`src/rtl/fetch_pc_btb.sv`:
```
// Fetch program counter with a direct-mapped branch target buffer.
// Each cycle the registered pc indexes the BTB combinationally; the next pc is
// chosen from reset, redirect, stall, predicted target or the fall-through.
// Resolved branches train the BTB with 2-bit saturating counters.
module fetch_pc_btb #(
    parameter int unsigned          WordSize    = 32,
    parameter int unsigned          BtbEntries  = 16,
    parameter logic [WordSize-1:0]  ResetVector = '0
) (
    input  logic                i_clk,
    input  logic                i_rst,
    input  logic                i_stall,
    input  logic                i_redirect,
    input  logic [WordSize-1:0] i_redirect_pc,
    input  logic                i_upd_en,
    input  logic [WordSize-1:0] i_upd_pc,
    input  logic [WordSize-1:0] i_upd_target,
    input  logic                i_upd_taken,
    output logic [WordSize-1:0] o_pc,
    output logic                o_pred_taken,
    output logic [WordSize-1:0] o_pred_addr,
    output logic [WordSize-1:0] o_pred_pc
);

    localparam int unsigned IdxBits = $clog2(BtbEntries);
    localparam int unsigned TagBits = WordSize - IdxBits - 2;

    // Word-aligned reset address; the low two bits of the parameter are dropped.
    localparam logic [WordSize-1:0] ResetPc = {ResetVector[WordSize-1:2], 2'b00};

    // Saturating counter encodings used on allocation and reset.
    localparam logic [1:0] CtrAlloc = 2'b10;
    localparam logic [1:0] CtrReset = 2'b01;
    localparam logic [1:0] CtrMax   = 2'b11;
    localparam logic [1:0] CtrMin   = 2'b00;

    // ------------------------------------------------------------------
    // State
    // ------------------------------------------------------------------
    logic [WordSize-1:0] r_pc;

    logic [BtbEntries-1:0] r_valid;
    logic [TagBits-1:0]    r_tag    [BtbEntries];
    logic [WordSize-1:0]   r_target [BtbEntries];
    logic [1:0]            r_ctr    [BtbEntries];

    // ------------------------------------------------------------------
    // Lookup side
    // ------------------------------------------------------------------
    logic [IdxBits-1:0]  w_idx;
    logic [TagBits-1:0]  w_tag;
    logic                w_hit;
    logic                w_pred_taken;
    logic [WordSize-1:0] w_pred_addr;
    logic [WordSize-1:0] w_pred_pc;
    logic [WordSize-1:0] w_pc_next;

    assign w_idx = r_pc[IdxBits+1:2];
    assign w_tag = r_pc[WordSize-1:IdxBits+2];

    // Combinational BTB lookup from the registered pc and current table contents.
    always_comb begin
        w_hit        = r_valid[w_idx] && (r_tag[w_idx] == w_tag);
        w_pred_taken = w_hit && r_ctr[w_idx][1];
        w_pred_addr  = '0;
        if (w_pred_taken) begin
            w_pred_addr = r_target[w_idx];
        end
        // Wraps naturally modulo 2^WordSize.
        w_pred_pc    = r_pc + WordSize'(4);
    end

    // Next-pc priority: redirect over stall over prediction over fall-through.
    always_comb begin
        w_pc_next = w_pred_pc;
        if (i_redirect) begin
            w_pc_next = {i_redirect_pc[WordSize-1:2], 2'b00};
        end else if (i_stall) begin
            w_pc_next = r_pc;
        end else if (w_pred_taken) begin
            w_pc_next = w_pred_addr;
        end
    end

    // Fetch pc register with synchronous reset.
    always_ff @(posedge i_clk) begin
        if (i_rst) begin
            r_pc <= ResetPc;
        end else begin
            r_pc <= w_pc_next;
        end
    end

    // ------------------------------------------------------------------
    // Update side
    // ------------------------------------------------------------------
    logic [IdxBits-1:0]  w_uidx;
    logic [TagBits-1:0]  w_utag;
    logic [WordSize-1:0] w_utarget;
    logic                w_uhit;
    logic                w_uwe;
    logic [1:0]          w_uctr_new;
    logic [WordSize-1:0] w_utarget_new;

    assign w_uidx    = i_upd_pc[IdxBits+1:2];
    assign w_utag    = i_upd_pc[WordSize-1:IdxBits+2];
    assign w_utarget = {i_upd_target[WordSize-1:2], 2'b00};

    // Training decision: counter step on a hit, allocation on a taken miss.
    always_comb begin
        w_uhit        = r_valid[w_uidx] && (r_tag[w_uidx] == w_utag);
        w_uwe         = 1'b0;
        w_uctr_new    = r_ctr[w_uidx];
        w_utarget_new = r_target[w_uidx];
        if (i_upd_en) begin
            if (w_uhit) begin
                w_uwe = 1'b1;
                if (i_upd_taken) begin
                    w_utarget_new = w_utarget;
                    if (r_ctr[w_uidx] != CtrMax) begin
                        w_uctr_new = r_ctr[w_uidx] + 2'd1;
                    end
                end else if (r_ctr[w_uidx] != CtrMin) begin
                    w_uctr_new = r_ctr[w_uidx] - 2'd1;
                end
            end else if (i_upd_taken) begin
                // Taken miss replaces whatever occupied this index.
                w_uwe         = 1'b1;
                w_uctr_new    = CtrAlloc;
                w_utarget_new = w_utarget;
            end
        end
    end

    // BTB table write; reset clears the table and blocks any same-cycle update.
    always_ff @(posedge i_clk) begin
        if (i_rst) begin
            r_valid <= '0;
            for (int unsigned i = 0; i < BtbEntries; i++) begin
                r_tag[i]    <= '0;
                r_target[i] <= '0;
                r_ctr[i]    <= CtrReset;
            end
        end else if (w_uwe) begin
            r_valid[w_uidx]  <= 1'b1;
            r_tag[w_uidx]    <= w_utag;
            r_target[w_uidx] <= w_utarget_new;
            r_ctr[w_uidx]    <= w_uctr_new;
        end
    end

    // Alignment bits are architecturally ignored.
    logic w_unused;
    assign w_unused = ^{i_upd_pc[1:0], i_upd_target[1:0], i_redirect_pc[1:0]};

    // ------------------------------------------------------------------
    // Outputs
    // ------------------------------------------------------------------
    assign o_pc         = r_pc;
    assign o_pred_taken = w_pred_taken;
    assign o_pred_addr  = w_pred_addr;
    assign o_pred_pc    = w_pred_pc;

endmodule

```
`config.mk`:
```
export PLATFORM = sky130hd
export DESIGN_NAME = fetch_pc_btb
export DESIGN_NICKNAME = d
export VERILOG_FILES = /design/src/rtl/fetch_pc_btb.sv
export SDC_FILE = /design/constraint.sdc
export NUM_CORES = 2
export LEC_CHECK = 0
export CAP_MARGIN = 10
export CORE_MARGIN = 2
export CORE_UTILIZATION = 37
export CTS_CLUSTER_DIAMETER = 200
export CTS_CLUSTER_SIZE = 12
export DETAILED_ROUTE_END_ITERATION = 10
export GPL_TIMING_DRIVEN = 1
export PLACE_DENSITY = 0.62
export SLEW_MARGIN = 10
export SYNTH_ARGS = -nofsm -noshare
export SYNTH_HDL_FRONTEND = slang
export SYNTH_SLANG_ARGS = --single-unit
```
`constraint.sdc`:
```
create_clock -name i_clk -period 13.3 [get_ports i_clk]
set_input_delay 2.66 -clock i_clk [delete_from_list [all_inputs] [get_ports i_clk]]
set_output_delay 2.66 -clock i_clk [all_outputs]
set_load 0.05 [all_outputs]
```
### After elaboration in Yosys (flattened, before gate mapping)

Memories as Yosys holds them, arrays and structs flattened. A register that Yosys moved wholly into a read port is not among the register bits.
Cells that the tools add are included.

* register bits: 48
* memory bits (writable): 960
* output and inout port bits: 97
* logic and storage cells: 70
* memories: 3

* add/subtract/negate cells: 3
* magnitude comparators: 3
* equality and inequality tests: 6
* mux-type cells: 41
* bitwise operators: 1
* reduce and logical (&&, ||, !) cells: 10

Memory list
* r_target: depth 16, width 32, rd ports 1, clocked after Yosys merged registers in 1, write ports 16, line 44 `logic [WordSize-1:0] r_target [BtbEntries];`
* r_tag: depth 16, width 26, rd ports 2, clocked after Yosys merged registers in 1, write ports 16, line 43 `logic [TagBits-1:0] r_tag [BtbEntries];`
* r_ctr: depth 16, width 2, rd ports 2, clocked after Yosys merged registers in 1, write ports 16, line 45 `logic [1:0] r_ctr [BtbEntries];`

Operator list (number)
* $mux W32: 7
* $eq A26 B26 Y1: 2
* $mux W4: 9
* $add A32 B3 Y32 const B: 1
* $reduce_or A32 Y1: 1
* $mux W26: 1
* $reduce_or A26 Y1: 1
* $or A16 B16 Y16: 1
* $mux W1: 14
* $mux W2: 7
* $lt A4 B5 Y1 const B: 2
* $bmux W1 S4: 2
* $demux W1 S4: 1
* $ge A4 B1 Y1 const B: 1
* $logic_and A1 B1 Y1: 4
* $ne A2 B2 Y1 const B: 2
* $reduce_or A2 Y1: 2
* $reduce_and A3 Y1: 1
* $add A2 B1 Y2 const B: 1
* $ne A2 B1 Y1 const B: 1
* $reduce_bool A2 Y1: 1
* $sub A2 B1 Y2 const B: 1
* $ne A1 B1 Y1 const B: 1

### Depth between registers and ports, before layout

* word-level depth: 11
* mapped depth: 16
* mapped depth without buffers: 10

### Least setup slack after synthesis

OpenSTA, ideal clock, no wires.

* path kind: input port to flip-flop
* from: input port i_upd_pc[2]
* to: memory r_ctr[0][0] (enable)
* arrival: 6.942 ns
* data required time: 12.848 ns
* slack: 5.906 ns
* stages: 11
* path buffers: 4
* cell sequence: buf_6 -> buf_6 -> buf_2 -> mux4_2 -> mux2i_1 -> xor2_1 -> a41oi_1 -> nor4b_2 -> a21oi_1 -> buf_2 -> o21ai_0

RTL lines
* start: declaration: line 16 `input logic [WordSize-1:0] i_upd_pc,`
* end: declaration: line 45

==> results.txt <==
----------------------------------------------------
[Worst setup path]
  Worst Setup Start Kind ... flip-flop
  Worst R2R Setup Slack ... 7610 ps
  Crit Path Max Fanout ... 56
  Worst EP required ... 10640 ps
  Type of destination of the critical path ... output pin
  Arrival @ worst endpoint ... 6960 ps
  Start-to-end type of the worst setup path ... reg -> out

[Layout]
  Number of fill cells ... 12000
  Reg area ... 28900 µm²
  Most frequent cells in the layout ... sky130_fd_sc_hd__edfxtp_1 (928), sky130_fd_sc_hd__and2_1 (926), sky130_fd_sc_hd__mux4_2 (381), sky130_fd_sc_hd__clkdlybuf4s50_1 (183), sky130_fd_sc_hd__mux2i_1 (108)
  Area growth from synthesis to final layout ... 12.8%
  Share of final-layout standard cells stronger than drive strength 1 ... 19.1%
  Leading cell type in the layout, fill and taps excluded ... sky130_fd_sc_hd__edfxtp_1
  Post-route insts no fill ... 5243
  Combined area of the multi-input logic cells ... 19900 µm²
  Final net count ... 3515

[STA]
  Least-Margin Pin Slew ... 1250 ps
  Setup Skew ... 33.5 ps
  Final critical path time including I/O delays and setup ... 9620 ps
  Max-slew violation count ... 0
  Worst hold slack across all endpoints ... 474 ps
  Number of endpoints with negative hold slack in the final report ... 0
  Maximum clock frequency ... 0.104 GHz
  Final worst-path cycle share ... 72.4%
  Worst-case headroom to the max-slew limit ... 16.4%
  Sum Neg Setup Slack ... 0 ps
  Setup repair after global routing missed its margin ... no
  Final number of setup-violating endpoints ... 0

[Floorplan]
  Number of placed I/O pins ... 199
  Horizontal die dimension ... 372 µm
  Placeable core region ... 134000 µm²
  Die Ht ... 372 µm
  Cell row count ... 134
  Starting Density ... 37.4%
  Area of the die ... 138000 µm²

[Route]
  Count of vias placed by the detailed router ... 30700
  Routed wirelength normalized by instance count ... 32.1 µm
  Number of remaining DRC errors ... 0
  Router iterations before antenna repair ... 6
  Post-DR vias/cell ... 5.85
  Final routed wirelength across all metal layers ... 168000 µm
  Detailed router's first-iteration violation count ... 4385
  Antenna Violating Nets Remaining ... 0

[Placement]
  GP Congestion ... 0.885
  Buffers on Ports ... 190
  Sum of net half-perimeters after detailed placement ... 97600 µm
  Inst Count DP ... 5087

[Run status]
  Run status ... finished, final reports clean

[GRT]
  Grt total ovfl ... 0
  Combined global-route utilization of all metal layers ... 24.3%
  Initial antenna violation count ... 21
  Maximum number of pins on one net before global-route repair ... 88
  Via count of the first global-routing pass ... 30600
  Wire length of the first global-routing pass ... 235000 µm

[Clock tree]
  Hold Buf Count CTS ... 0
  CTS clk-pin slew, worst paths ... 70 ps
  Clock buffer count from CTS ... 91
  # clock sinks ... 980
  Post-CTS repair timing setup buffer count ... 0
  H-tree level count ... 3
  PostCTS Resize Cnt ... 0
  Master cell of the clock root buffer ... sky130_fd_sc_hd__clkbuf_16
  Largest buffer count on any clock path ... 3
  Clk Latency, worst-skew pair ... 710 ps
  Clock tree from TritonCTS ... built

[Pwr]
  Maximum vdd ir drop ... 0.0941 mV
  Power per cell area ... 125 nW/µm²
  Part of the power in the clock network ... 35.4%
  Leak ... 18.8 nW
  Overall power of the completed layout ... 0.00706 W
  Switch Pwr ... 0.00184 W
  Internal power component ... 0.00522 W
  Share of power burned in registers ... 51.6%
  Net switching share of the total power ... 26.1%
  Portion of total power attributed to combinational logic ... 13.1%

[Yosys]
  Async set or reset register ratio after synthesis ... 0%
  Post-synthesis instance total ... 3362
  Sequential element share of the synthesized area ... 57.8%
  Ranking of synthesized cells by area ... sky130_fd_sc_hd__edfxtp_1 (56%), sky130_fd_sc_hd__mux4_2 (17%), sky130_fd_sc_hd__and2_1 (12%)
  Top FF cell, synth ... sky130_fd_sc_hd__edfxtp_1
  Post-synthesis cell type count ... 73
  Portion of synthesized cell area occupied by the leading cell type ... 55.7%
  Library cell occupying the most area in the post-synthesis netlist ... sky130_fd_sc_hd__edfxtp_1
  Ys Warns ... 0
  Post-synthesis cell area ... 50000 µm²
  Number of synthesized register bits ... 980
  Avg Synthesized Cell Area ... 14.9 µm²
  Number of synthesized flops with an enable pin ... 928

[Job]
  Max-capacitance violation count ... 0

[Hold path]
  Worst min path class ... reg -> reg

----------------------------------------------------
[routing by layer]
metal	global-route usage (%)	routed length [µm]
met1	32.8	65500
met2	37.3	76900
met3	7.73	20600
met4	7.54	5390
met5	0	107
[state kept, by name (all words and copies together), names as in the netlist, named ones only]
signal,cells
r_target,480
r_tag,416
o_pc,32
r_ctr,32
r_valid,16
[through the flow]
| stage | utilization (%) | setup WS (ps) | area, µm² |
|---|---|---|---|
| floorplan | - | 5910 | 50000 |
| global placement | 40.2 | 4200 | 53700 |
| detailed placement | 40.2 | 4160 | 53700 |
| CTS | 42.2 | 3730 | 56400 |
| global route | 42.2 | 3340 | 56400 |
| finish | 42.2 | 3680 | 56400 |
[power by group through the flow]
stage	Combinational [W]	Sequential, W	Clock, W
2_1_floorplan	0.000581	0.00367	0
3_3_place_gp	0.000911	0.00369	0
3_5_place_dp	0.000914	0.00370	0
4_1_cts	0.000917	0.00364	0.00252
5_1_grt	0.000960	0.00365	0.00264
6_report	0.000922	0.00364	0.00250
[worst max-delay path, cell delays in order, from the launching register on]
cell and delay, ps:
sky130_fd_sc_hd__dfxtp_4 740, sky130_fd_sc_hd__buf_4 690, sky130_fd_sc_hd__mux4_2 590, sky130_fd_sc_hd__o22ai_1 280, sky130_fd_sc_hd__nor3_1 100, sky130_fd_sc_hd__nor4b_2 590, sky130_fd_sc_hd__nand3_1 150, sky130_fd_sc_hd__or3_1 410
sky130_fd_sc_hd__nand4bb_4 260, sky130_fd_sc_hd__buf_4 350, sky130_fd_sc_hd__nor2b_1 1030, sky130_fd_sc_hd__clkdlybuf4s50_1 1000
[Yosys cell counts, drive strengths merged (4+ instances only)]
library cell	number
nand2b	9
a311oi	7
o31a	25
nor3	26
edfxtp	928
dfxtp	52
a21o	23
or2	18
nand2	59
nor4	16
a21oi	55
nor3b	8
o21ai	21
buf	143
and3	8
nand3	27
nor2	68
nor2b	59
xnor2	81
or4	4
xor2	8
a221oi	4
a22oi	11
o22ai	4
a31oi	7
mux4	381
mux2i	108
nand4b	8
nand4	14
clkbuf	174
inv	30
and2	926
[final timing paths]
path,start,endpoint,depth (start not counted)
max,flip-flop,o_pred_addr[21],11
min,r_valid[14],r_valid[14],1
max reg2reg,r_tag[2][18],r_tag[7][5],11
min reg2reg,r_valid[14],r_valid[14],1
[cell families after synthesis]
kind of cell               after synthesis  share of synthesized area [%]
and+or+nand+nor                       1263                           15.4
DFF                                    980                           57.8
muxes                                  492                           19.4
buffers and inverters                  350                           3.19
AOI/OAI and AO/OA                      185                           2.57
xor gates and xnor gates                89                           1.56
adders and majority gates                2                         0.0450
other                                    1                        0.00750
[area by class of cell]
type | count | share of cell area (%)
clock buffer | 142 | 4.45
sequential | 980 | 51.3
clock inverter | 6 | 0.277
inverter | 33 | 0.224
antenna | 8 | 0.0355
timing repair buffer | 273 | 4.48
multi-input combinational | 2033 | 35.4
tap | 1768 | 3.92
Note: power is estimated with default switching activity, not from simulation.
